File: src/rtl/algo_2rw_a54_pkg.sv
// rtl/algo_2rw_a54_pkg.sv - shared constants and pipeline-entry type for the 2RW read pipe
package algo_2rw_a54_pkg;
    localparam int NUMRWPT = 2;
    localparam int NUMPBNK = NUMRWPT * NUMRWPT;
    localparam int BITPBNK = 2;
    localparam int BITSROW = 11;
    localparam int BITPADR = BITPBNK + BITSROW;

    typedef struct packed {
        logic               vld;
        logic [BITPBNK-1:0] bank;
        logic [BITSROW-1:0] row;
    } rdpipe_ent_t;
endpackage

File: src/rtl/algo_2rw_a54_rdpipe_port.sv
// rtl/algo_2rw_a54_rdpipe_port.sv - one port's read delay pipeline, bank mux and parity check
module algo_2rw_a54_rdpipe_port
    import algo_2rw_a54_pkg::*;
#(
    parameter int WIDTH      = 64,
    parameter int ENAPAR     = 0,
    parameter int SRAM_DELAY = 1,
    parameter int FLOPOUT    = 0,
    localparam int PHYWDTH   = WIDTH + ENAPAR
) (
    input  logic                       clk,
    input  logic                       rst,
    input  logic                       acc,
    input  logic [BITPBNK-1:0]         bank,
    input  logic [BITSROW-1:0]         row,
    input  logic [NUMPBNK*PHYWDTH-1:0] t1_doutB,
    output logic                       vld,
    output logic [WIDTH-1:0]           dout,
    output logic                       serr,
    output logic [BITPADR-1:0]         padr
);
    rdpipe_ent_t        pipe_q [SRAM_DELAY];
    rdpipe_ent_t        pipe_d [SRAM_DELAY];
    rdpipe_ent_t        tail;
    logic [PHYWDTH-1:0] word;
    logic               perr;
    logic               out_vld_q, out_vld_d;
    logic               out_serr_q, out_serr_d;
    logic [WIDTH-1:0]   out_dout_q, out_dout_d;
    logic [BITPADR-1:0] out_padr_q, out_padr_d;

    // Accepted issues enter at stage 0 and advance one stage per cycle
    always_comb begin
        pipe_d[0] = '{vld: acc, bank: bank, row: row};
        for (int i = 1; i < SRAM_DELAY; i++) begin
            pipe_d[i] = pipe_q[i-1];
        end
    end

    // Delay pipeline registers
    always_ff @(posedge clk or posedge rst) begin
        if (rst) begin
            for (int i = 0; i < SRAM_DELAY; i++) begin
                pipe_q[i] <= '0;
            end
        end else begin
            pipe_q <= pipe_d;
        end
    end

    // Tail stage selects the bank word and checks its even parity
    always_comb begin
        tail = pipe_q[SRAM_DELAY-1];
        word = t1_doutB[int'(tail.bank)*PHYWDTH +: PHYWDTH];
        perr = (ENAPAR != 0) && (^word);
    end

    // Next output values; data/address hold their last value between returns
    always_comb begin
        out_vld_d  = tail.vld;
        out_serr_d = tail.vld & perr;
        out_dout_d = out_dout_q;
        out_padr_d = out_padr_q;
        if (tail.vld) begin
            out_dout_d = word[WIDTH-1:0];
            out_padr_d = {tail.bank, tail.row};
        end
    end

    // Output/hold registers
    always_ff @(posedge clk or posedge rst) begin
        if (rst) begin
            out_vld_q  <= 1'b0;
            out_serr_q <= 1'b0;
            out_dout_q <= '0;
            out_padr_q <= '0;
        end else begin
            out_vld_q  <= out_vld_d;
            out_serr_q <= out_serr_d;
            out_dout_q <= out_dout_d;
            out_padr_q <= out_padr_d;
        end
    end

    // Registered or combinational output stage
    always_comb begin
        if (FLOPOUT != 0) begin
            vld  = out_vld_q;
            serr = out_serr_q;
            dout = out_dout_q;
            padr = out_padr_q;
        end else begin
            vld  = out_vld_d;
            serr = out_serr_d;
            dout = out_dout_d;
            padr = out_padr_d;
        end
    end
endmodule

File: src/rtl/algo_2rw_a54_rdpipe.sv
// rtl/algo_2rw_a54_rdpipe.sv - 2RW read-return pipeline top with bank-conflict flag
module algo_2rw_a54_rdpipe
    import algo_2rw_a54_pkg::*;
#(
    parameter int WIDTH      = 64,
    parameter int ENAPAR     = 0,
    parameter int SRAM_DELAY = 1,
    parameter int FLOPOUT    = 0,
    localparam int MEMWDTH   = WIDTH + ENAPAR,
    localparam int PHYWDTH   = MEMWDTH
) (
    input  logic                       clk,
    input  logic                       rst,
    input  logic                       ready,
    input  logic [NUMRWPT-1:0]         rd_issue,
    input  logic [NUMRWPT*BITPBNK-1:0] rd_bank,
    input  logic [NUMRWPT*BITSROW-1:0] rd_row,
    input  logic [NUMPBNK*PHYWDTH-1:0] t1_doutB,
    output logic [NUMRWPT-1:0]         rw_vld,
    output logic [NUMRWPT*WIDTH-1:0]   rw_dout,
    output logic [NUMRWPT-1:0]         rw_serr,
    output logic [NUMRWPT-1:0]         rw_derr,
    output logic [NUMRWPT*BITPADR-1:0] rw_padr,
    output logic                       bank_conflict
);
    logic [NUMRWPT-1:0] acc;
    logic               bank_conflict_q, bank_conflict_d;

    assign acc           = rd_issue & {NUMRWPT{ready}};
    assign rw_derr       = '0;
    assign bank_conflict = bank_conflict_q;

    // Sticky flag: two ports accepted reads to the same bank in one cycle
    always_comb begin
        bank_conflict_d = bank_conflict_q;
        for (int a = 0; a < NUMRWPT; a++) begin
            for (int b = a + 1; b < NUMRWPT; b++) begin
                if (acc[a] && acc[b] &&
                    (rd_bank[a*BITPBNK +: BITPBNK] == rd_bank[b*BITPBNK +: BITPBNK])) begin
                    bank_conflict_d = 1'b1;
                end
            end
        end
    end

    // Conflict flag register, cleared only by reset
    always_ff @(posedge clk or posedge rst) begin
        if (rst) begin
            bank_conflict_q <= 1'b0;
        end else begin
            bank_conflict_q <= bank_conflict_d;
        end
    end

    for (genvar p = 0; p < NUMRWPT; p++) begin : g_port
        algo_2rw_a54_rdpipe_port #(
            .WIDTH      (WIDTH),
            .ENAPAR     (ENAPAR),
            .SRAM_DELAY (SRAM_DELAY),
            .FLOPOUT    (FLOPOUT)
        ) u_port (
            .clk      (clk),
            .rst      (rst),
            .acc      (acc[p]),
            .bank     (rd_bank[p*BITPBNK +: BITPBNK]),
            .row      (rd_row[p*BITSROW +: BITSROW]),
            .t1_doutB (t1_doutB),
            .vld      (rw_vld[p]),
            .dout     (rw_dout[p*WIDTH +: WIDTH]),
            .serr     (rw_serr[p]),
            .padr     (rw_padr[p*BITPADR +: BITPADR])
        );
    end
endmodule

File: config.mk
export PLATFORM = sky130hd
export DESIGN_NAME = algo_2rw_a54_rdpipe
export DESIGN_NICKNAME = d
export VERILOG_FILES = /design/src/rtl/algo_2rw_a54_pkg.sv /design/src/rtl/algo_2rw_a54_rdpipe_port.sv /design/src/rtl/algo_2rw_a54_rdpipe.sv
export SDC_FILE = /design/constraint.sdc
export NUM_CORES = 1
export LEC_CHECK = 0
export CAP_MARGIN = 10
export CORE_AREA = 2 2 173 175
export DETAILED_ROUTE_END_ITERATION = 12
export DIE_AREA = 0 0 175 177
export PLACE_DENSITY = 0.76
export SLEW_MARGIN = 20
export SYNTH_ARGS = -nofsm -noshare
export SYNTH_HDL_FRONTEND = slang
export SYNTH_SLANG_ARGS = --single-unit
File: constraint.sdc
create_clock -name clk -period 10.55 [get_ports clk]
set_input_delay 2.11 -clock clk [delete_from_list [all_inputs] [get_ports clk]]
set_output_delay 2.11 -clock clk [all_outputs]
set_load 0.05 [all_outputs]
# --- Word level (Yosys, flattened, before mapping) ---
# Cells that the tools add are included.
totals:
  out_inout_bits: 161
  in_bits: 287
  regBits: 183
  elab_cells: 21
classes:
  n_reduce_logical: 2
  eq_ne: 1
  shift: 2
  muxes: 4
  bitwise: 1
op_table:
  columns: ["cell", "n"]
  rows:
  - ["256-bit by 9-bit variable part select with 64-bit output", 2]
  - ["64-bit 2-to-1 mux", 2]
  - ["13-bit 2-to-1 mux", 2]
  - ["2-bit AND", 1]
  - ["2-bit equality test", 1]
  - ["1-bit logical AND", 2]

# --- Logic depth before layout (Yosys ltp) ---
depth:
  word_depth: 3
  mapped_depth: 5
  ltp_nobuf: 2

# --- Modules after synthesis ---
# A second synthesis with hierarchy kept.
hier_totals:
  cells_unflattened: 816
  hier_area_um2: 10197.3
by_module_without_submodules:
  columns: ["module", "cells_per_inst", "area_per_inst_um2", "n_inst", "seq_area_each_um2"]
  rows:
  - ["algo_2rw_a54_rdpipe_port", 403, 5054.8, 2, 2277.2]
  - ["algo_2rw_a54_rdpipe", 10, 87.6, 1, 25.0]

# --- Worst setup path after synthesis ---
# No wires, ideal clock.
synth_timing:
  path_kind: "input port to output port"
  startpoint: "in t1_doutB[118]"
  endpoint: "out rw_dout[118]"
  arrival_time_ns: 3.031
  n_path_buf: 0
  stages: 2
  required_ns: 8.440
  slack_ns: 5.409
  path_cell_list: "mux2i_1 o221ai_1"
synth_between:
  elab_chain_cells: 2
synth_lines:
  columns: ["item", "line", "text"]
  rows:
  - ["start, declared", "algo_2rw_a54_rdpipe.sv:18", "input logic [NUMPBNK*PHYWDTH-1:0] t1_doutB,"]
  - ["256-bit by 9-bit variable part select with 64-bit output", "algo_2rw_a54_rdpipe_port.sv:54", "word = t1_doutB[int'(tail.bank)*PHYWDTH +: PHYWDTH];"]
  - ["64-bit 2-to-1 mux", "algo_2rw_a54_rdpipe_port.sv:64", "if (tail.vld) begin"]
  - ["end, declared", "algo_2rw_a54_rdpipe.sv:20", "output logic [NUMRWPT*WIDTH-1:0] rw_dout,"]
# No other way between the ends.

# --- Final worst setup path ---
layout_timing:
  startpoint: "reg g_port[1].u_port.pipe_q, in the netlist g_port[1].u_port.vld"
  endpoint: "out rw_dout[127]"
layout_between:
  elab_chain_cells: 1
layout_lines:
  columns: ["item", "line", "text"]
  rows:
  - ["start, declared", "algo_2rw_a54_rdpipe_port.sv:22", "rdpipe_ent_t pipe_q [SRAM_DELAY];"]
  - ["start signal, assigned", "algo_2rw_a54_rdpipe_port.sv:47", "pipe_q <= pipe_d;"]
  - ["64-bit 2-to-1 mux", "algo_2rw_a54_rdpipe_port.sv:64", null]
# No other way between the ends.

==> flow_metrics.env <==
export IMPL_postLayoutCellArea_sq_mm=0.0151
export IMPL_yosysWarnings=0
export IMPL_holdBufCountCts=0
export IMPL_via_count=8495
export IMPL_reg2reg_depth=4
export IMPL_portBuffers=443
export IMPL_period_share=0.590
export IMPL_wl_met3_mm=2.66
export IMPL_fp_dieArea_sq_mm=0.0310
export IMPL_cts_sinks=183
export IMPL_max_freq_ghz=0.161
export IMPL_totalPowerFinal_w=0.00244
export IMPL_ys_seq_elements=183
export IMPL_wire_per_inst_microns=21.5
export IMPL_crit_path_end_kind="output pin"
export IMPL_cts_resized=0
export IMPL_ios=448
export IMPL_synth_most_common_cell="mux2i_1"
export IMPL_fp_dieH_microns=177
export IMPL_slew_limit_headroom=0.288
export IMPL_drc=0
export IMPL_rows=63
export IMPL_clkSlewWorstSetupHoldPaths_ps=80
export IMPL_synthAdderAreaFrac=0
export IMPL_drv_cap=0
export IMPL_grt_pass1_vias=9123
export IMPL_reg2reg_from="g_port[1].u_port.vld"
export IMPL_synthArstFlopShare=1.00
export IMPL_cp_max_fo=44
export IMPL_root_buffer="clkbuf_16"
export IMPL_grt_overflow=0
export IMPL_min_from="g_port[1].u_port.out_padr_q[2]"
export IMPL_holdPathStages=1
export IMPL_grt_max_degree=109
export IMPL_synth_ff_type="dfrtp_1"
export IMPL_synth_sequential_area_ratio=0.447
export IMPL_synth_compound_area_frac=0.111
export IMPL_maxUsedRoutingLayer="met4"
export IMPL_p_per_area_mw_per_mm2=162
export IMPL_h_tree_depth=4
export IMPL_synth_edf_count=0
export IMPL_antenna_left=0
export IMPL_hold_class="reg -> reg"
export IMPL_netlist_instances=814
export IMPL_slew_violations=0
export IMPL_mappedNetlistArea_sq_mm=0.0102
export IMPL_yosys_area_top_type="dfrtp_1"
export IMPL_fin_tns_setup_ps=0
export IMPL_synth_xor_area_frac=0.00171
export IMPL_setup_viol=0
export IMPL_gp_congestion=0.827
export IMPL_fin_crit_ps=6230
export IMPL_crit_type="reg -> out"
export IMPL_detail_route_vias_per_cell=5.26
export IMPL_fillers=2591
export IMPL_wl_mm=34.7
export IMPL_dp_hpwl_mm=24.2
export IMPL_rsz0062_at_grt="no"
export IMPL_crit_arrival_ps=4120
export IMPL_wl_met1_mm=13.4
export IMPL_reg2reg_to="g_port[1].u_port.out_dout_q[37]"
export IMPL_start_util=0.350
export IMPL_die_w_microns=175
export IMPL_antenna_found_initial=1
export IMPL_regToRegSetupSlack_ps=7640
export IMPL_cts_setup_buffers=0
export IMPL_synthMuxAreaShare=0.277
export IMPL_skew_ps=23.2
export IMPL_netlist_top_cells_area="dfrtp_1, mux2i_1, o221ai_1, nand2b_1, buf_12"
export IMPL_core_sq_mm=0.0292
export IMPL_fin_nets=1497
export IMPL_detail_route_first_pass_iterations=4
export IMPL_synth_top_cell_area_share=0.447
export IMPL_worst_slew_pin_slew_ps=1070
export IMPL_synth_cell_types=21
export IMPL_synth_simple_gate_area_frac=0.0813
export IMPL_clkLatencyLatePin_ps=430
export IMPL_drive_gt1_frac=0.0433
export IMPL_syn_mean_instance_area_sq_um=12.6
export IMPL_leakagePower_nw=6.49
export IMPL_syn2layout_area_growth_pct=47.1
export IMPL_drt_iter0_markers=419
export IMPL_peakVddDrop_uv=119
export IMPL_grt_pass1_wl_mm=51.9
export IMPL_cp_start_kind="register"
export IMPL_required_ps=8440
export IMPL_cts_tree="done"
export IMPL_cts_made_buffers=17
export IMPL_outcome="completed"
export IMPL_final_hold_violation_count=0
export IMPL_wl_met2_mm=17.5
export IMPL_grtUsageTotal=0.218
export IMPL_post_dp_cell_area_sq_mm=0.0145
export IMPL_synth_common_cells="mux2i_1, dfrtp_1, nand2b_1"
export IMPL_synth_top_family_by_area="multiplexers"
export IMPL_cts_buffer_depth=2
export IMPL_whs_endpoint="g_port[1].u_port.out_padr_q[2]"
## stage by stage
step | cells | utilization | hold slack (ps) | setup WS (ps)
floorplan | 817 | - | 698 | 3470
global placement | 1581 | 0.494 | 464 | 4420
detailed placement | 1581 | 0.494 | 470 | 4420
CTS | 1613 | 0.515 | 489 | 4100
global route | 1614 | 0.515 | 509 | 4030
finish | 1614 | 0.515 | 483 | 4320
## routing by layer
layer	up-vias	global-route usage
met2	353	0.386
met5	-	0
met3	60	0.0662
met1	4197	0.244
met4	0	0.0858
li1	3885	-
## flip-flops by register name, summed over array words and instances, names as in the netlist
register,cells
g_port.u_port.out_dout_q,128
g_port.u_port.out_padr_q,26
g_port.u_port.pipe_q,26
g_port.u_port.vld,2
bank_conflict,1
## worst max-delay path: stages, from the launching register on
cell,delay (ps)
dfrtp_2,770
buf_4,510
nand2_2,570
buf_4,470
o221ai_1,380
clkdlybuf4s50_1,920
## layout make-up
cell class,count,area [sq um],share of cell area
Sequential cell,183,4590,0.305
Multi-Input combinational cell,551,4850,0.322
Antenna cell,1,2.50,0.000166
Clock inverter,14,173,0.0115
Clock buffer,18,429,0.0285
Inverter,3,18.8,0.00125
Timing Repair Buffer,454,4520,0.300
Tap cell,390,488,0.0324
## where the power goes
part	switching, W	internal [W]
Combinational	0.000588	0.000363
Sequential	0.0000327	0.000799
Clock	0.000333	0.000323
Total	0.000953	0.00149
## cell families (layout without fill, tap and decap cells)
family / Yosys count / in the layout
AOI/OAI and AO/OA: 131 / 131
xor gates and xnor gates: 2 / 2
buffers and inverters: 83 / 489
DFF: 183 / 183
muxes: 280 / 280
other: 1 / 5
and+or+nand+nor: 134 / 134
## cell usage in the layout (no fill, tap or decap)
master,instances
clkdlybuf4s50_1,443
mux2i_1,256
dfrtp_1,179
nand2b_1,128
o221ai_1,128
mux2_1,22
clkbuf_16,17
buf_4,10
inv_6,5
clkinv_8,5
conb_1,4
inv_8,3
nand2_2,2
nand2b_2,2
mux2_2,2
and2_1,2
inv_1,2
o21ai_1,2
xnor2_1,2
dfrtp_4,2
dfrtp_2,2
diode_2,1
a41o_1,1
clkbuf_1,1
clkinv_4,1
inv_12,1
buf_6,1
## worst max-delay path by stage
| stage | from | cells past startpoint | to | slack (ps) |
|---|---|---|---|---|
| 6_report | g_port[1].u_port.vld | 5 | rw_dout[127] | 4320 |
| 5_1_grt | g_port[1].u_port.vld | 5 | rw_dout[127] | 4030 |
| 4_1_cts | g_port[1].u_port.vld | 5 | rw_dout[127] | 4100 |
| 3_5_place_dp | t1_doutB[255] | 4 | rw_dout[127] | 4420 |
| 3_3_place_gp | t1_doutB[255] | 4 | rw_dout[127] | 4420 |
| 2_1_floorplan | rst | 1 | bank_conflict | 3470 |
(Power assumes the default switching activity.)
==> patch 1 (same settings) <==
Set the package constant `NUMRWPT` to 1 (it was 2).
--- a/src/rtl/algo_2rw_a54_pkg.sv
+++ b/src/rtl/algo_2rw_a54_pkg.sv
@@ -2,3 +2,3 @@
 package algo_2rw_a54_pkg;
-    localparam int NUMRWPT = 2;
+    localparam int NUMRWPT = 1;
     localparam int NUMPBNK = NUMRWPT * NUMRWPT;
Interface: changed (9 resized); port bits go from 448 to 162. The function was not compared with the original's and may differ.
==> patch 1 against the unedited design <==
Final cell count down 46%. Sequential share of layout area up 6.9 points. Power down 60%. Wire length down 71%. Core utilization down 31 points. Worst setup slack better by 0.42 ns. Count of clock-buffer cells in the layout down 8. Sequential cell count down 92. Design area down 60%. Area after synthesis down 62%. First-iteration DRC count down 79%. Sequential power down 53%. Maximum frequency up 7.3%. Combinational power down 73%. Highest routed layer unchanged.
==> patch 1: results (changes against the unedited design) <==
{| class="wikitable"
! Metric !! Value
|-
| Capture endpoint of the worst hold path || g_port[0].u_port.out_padr_q[2] (was g_port[1].u_port.out_padr_q[2])
|-
| Cell area reported after detailed placement || 5810 sq um (was 14500 sq um)
|-
| Mux share of post-synthesis cell area || 0.0372 (was 0.277)
|-
| Number of global-route vias before repair || 2904 (was 9123)
|-
| Worst R2R Start || g_port[0].u_port.vld (was g_port[1].u_port.vld)
|-
| RD Place Congestion || 0.683 (was 0.827)
|-
| Number of antenna violations at the first check in global routing || 0 (was 1)
|-
| Sum of net half-perimeters after detailed placement || 6.58 mm (was 24.2 mm)
|-
| Setup slack of the worst register-to-register path || 8.19 ns (was 7.64 ns)
|-
| Most used standard cells in the synthesized netlist || 91 x sky130_fd_sc_hd__dfrtp_1, 65 x sky130_fd_sc_hd__inv_1, 64 x sky130_fd_sc_hd__nand2_1, 60 x sky130_fd_sc_hd__o22ai_2, 13 x sky130_fd_sc_hd__mux2_2 (was 256 x sky130_fd_sc_hd__mux2i_1, 183 x sky130_fd_sc_hd__dfrtp_1, 130 x sky130_fd_sc_hd__nand2b_1, 128 x sky130_fd_sc_hd__o221ai_1, 24 x sky130_fd_sc_hd__buf_12)
|-
| Total power of the final layout || 973 uW (was 2.44 mW)
|-
| Period Utilization, post-route || 0.550 (was 0.590)
|-
| Post-Syn Instances || 326 (was 814)
|-
| Status || completed (unchanged)
|-
| Placement-stage worst setup slack || 4.72 ns (was 4.42 ns)
|-
| Leakage power of the design || 2.37 nW (was 6.49 nW)
|-
| Slowest stage delay, CP || 0.86 ns (was 0.92 ns)
|-
| Hold Path Origin || g_port[0].u_port.pipe_q[2] (was g_port[1].u_port.out_padr_q[2])
|-
| Top fanout value on the critical path || 2 (was 44)
|-
| Count of unique library cells instantiated by Yosys || 14 (was 21)
|-
| Parity-gate share of the synthesized area counting xor and xnor cells || 0 (was 0.00171)
|-
| # diodes || 0 (was 1)
|-
| Per-cell via count in the routed design || 3.23 (was 5.26)
|-
| Routed wire length || 9.91 mm (was 34.7 mm)
|-
| Arr. time, crit path || 3.70 ns (was 4.12 ns)
|-
| Tot GR Track Use || 0.0658 (was 0.218)
|}
## patch 1: cell count changes after synthesis, moves of 6 or more
cell / change
sky130_fd_sc_hd__buf_12: -24
sky130_fd_sc_hd__buf_2: -18
sky130_fd_sc_hd__buf_8: +6
sky130_fd_sc_hd__clkbuf_1: -13
sky130_fd_sc_hd__dfrtp_1: -92
sky130_fd_sc_hd__inv_1: +62
sky130_fd_sc_hd__mux2_1: -22
sky130_fd_sc_hd__mux2_2: +11
sky130_fd_sc_hd__mux2i_1: -256
sky130_fd_sc_hd__nand2_1: +62
sky130_fd_sc_hd__nand2b_1: -130
sky130_fd_sc_hd__o221ai_1: -128
sky130_fd_sc_hd__o22ai_2: +60
## patch 1: final cells by class
type	count	area, sq um
clock inverter	6	55.1
sequential	91	2280
tap	390	488
timing repair buffer	161	1600
inverter	65	246
fill	3137	23100
clock buffer	10	239
multi-input combinational	146	1190
==> patch 2 (config.mk and constraints unchanged) <==
Without the edit above. `out_padr_q` no longer has a reset.
--- a/src/rtl/algo_2rw_a54_rdpipe_port.sv
+++ b/src/rtl/algo_2rw_a54_rdpipe_port.sv
@@ -75,3 +75,2 @@
             out_dout_q <= '0;
-            out_padr_q <= '0;
         end else begin
@@ -80,4 +79,7 @@
             out_dout_q <= out_dout_d;
-            out_padr_q <= out_padr_d;
         end
+    end
+
+    always_ff @(posedge clk) begin
+        out_padr_q <= out_padr_d;
     end
Function: differs if rst is asserted again (counterexample within 4 cycles, from zero or initial values and one cycle with rst high); with rst held inactive, the same outputs for 4 cycles.
==> patch 2 against the unedited design <==
First-iteration DRC count fell by 11%. Register-to-register slack improved by 0.30 ns. Critical endpoint unchanged. Combinational power fell by 0.6%. Highest routed layer unchanged. Sequential power barely moved. Sequential cell count did not move. Clock power rose by 0.8%. Area after synthesis fell by 1.3%. Design area fell by 0.85%. Worst setup slack got worse by 0.058 ns. Power barely moved. Die area did not move. Count of clock-buffer cells in the layout did not move. Wire length rose by 1.6%.
==> patch 2: results (changes against the unedited design) <==
{| class="wikitable"
! Metric !! Value
|-
| RD Place Congestion || 0.817 (was 0.827)
|-
| Seq area share || 0.298 (was 0.305)
|-
| Transition time of the tightest slew-check pin || 1.02 ns (was 1.07 ns)
|-
| Async set or reset register ratio after synthesis || 0.858 (was 1.00)
|-
| Number of buffers outside the clock class in the layout || 455 (was 454)
|-
| Arr. time, crit path || 4.18 ns (was 4.12 ns)
|-
| Routed wire length || 35.3 mm (was 34.7 mm)
|-
| Placement-stage worst setup slack || 4.16 ns (was 4.42 ns)
|-
| Tot GR Track Use || 0.224 (was 0.218)
|-
| Share of layout cells above drive strength 1 || 0.0449 (was 0.0433)
|-
| Status || completed (unchanged)
|-
| Global-route wire length before repair || 53.3 mm (was 51.9 mm)
|-
| Cell area reported after detailed placement || 14300 sq um (was 14500 sq um)
|-
| Most used standard cells in the synthesized netlist || 256 x sky130_fd_sc_hd__mux2i_1, 157 x sky130_fd_sc_hd__dfrtp_1, 130 x sky130_fd_sc_hd__nand2b_1, 128 x sky130_fd_sc_hd__o221ai_1, 26 x sky130_fd_sc_hd__dfxtp_1 (was 256 x sky130_fd_sc_hd__mux2i_1, 183 x sky130_fd_sc_hd__dfrtp_1, 130 x sky130_fd_sc_hd__nand2b_1, 128 x sky130_fd_sc_hd__o221ai_1, 24 x sky130_fd_sc_hd__buf_12)
|-
| Violation count after the first detailed-routing iteration || 375 (was 419)
|-
| Count of fill cells added during filler insertion || 2555 (was 2591)
|-
| Largest clock skew in the final design || 0.0126 ns (was 0.0232 ns)
|-
| Finished Layout Cells || 1615 (was 1614)
|-
| Number of global-route vias before repair || 9152 (was 9123)
|-
| Mean cell area of the mapped netlist || 12.4 sq um (was 12.6 sq um)
|-
| Finished Cell Area || 14900 sq um (was 15100 sq um)
|-
| Register area share after synthesis || 0.440 (was 0.447)
|-
| Clock-cell share of area || 0.0404 (was 0.0399)
|-
| Sum of net half-perimeters after detailed placement || 23.9 mm (was 24.2 mm)
|-
| Cell types with the largest area share after synthesis || sky130_fd_sc_hd__dfrtp_1 39%, sky130_fd_sc_hd__mux2i_1 25%, sky130_fd_sc_hd__o221ai_1 11% (was sky130_fd_sc_hd__dfrtp_1 45%, sky130_fd_sc_hd__mux2i_1 25%, sky130_fd_sc_hd__o221ai_1 11%)
|-
| Register-to-Register Path Depth || 3 (was 4)
|}
patch 2: logic make-up after synthesis:
group                     after synthesis  share of synthesized area
AOI/OAI and AO/OA                     131                      0.113
xor gates and xnor gates                2                    0.00173
buffers and inverters                  83                     0.0826
DFF                                   183                      0.440
muxes                                 280                      0.280
other                                   1                   0.000371
and+or+nand+nor                       134                     0.0824
patch 2: path summary, 6_finish.rpt:
check                                                startpoint                              end  slack, ns
worst max register to register      g_port[1].u_port.pipe_q[11]  g_port[1].u_port.out_dout_q[63]       7.94
worst min register to register  g_port[1].u_port.out_padr_q[12]  g_port[1].u_port.out_padr_q[12]       0.46
worst max-delay path                              t1_doutB[191]                     rw_dout[127]       4.26
min in group asynchronous                                   rst  g_port[0].u_port.out_dout_q[32]       2.05
worst min-delay path            g_port[1].u_port.out_padr_q[12]  g_port[1].u_port.out_padr_q[12]       0.46
max in group asynchronous                                   rst      g_port[0].u_port.pipe_q[11]       7.27
patch 2: metal layers:
metal  wire length [microns]  global-route usage  up-vias  part of all wire
li1                        -                   -     3892                 -
met1                   14100               0.260     4256              0.40
met2                   17500               0.387      372              0.49
met3                    2660              0.0687       60             0.075
met4                    1070              0.0913        0             0.030
met5                       0                   0        -                 0
patch 2: power by group through the flow:
| stage | sequential, mW | combinational, mW | clock [mW] |
|---|---|---|---|
| after floorplan | 0.838 | 0.597 | 0 |
| after global placement | 0.843 | 0.939 | 0 |
| after detailed placement | 0.848 | 0.945 | 0 |
| after CTS | 0.833 | 0.950 | 0.682 |
| after global routing | 0.843 | 0.991 | 0.706 |
| final | 0.832 | 0.945 | 0.661 |
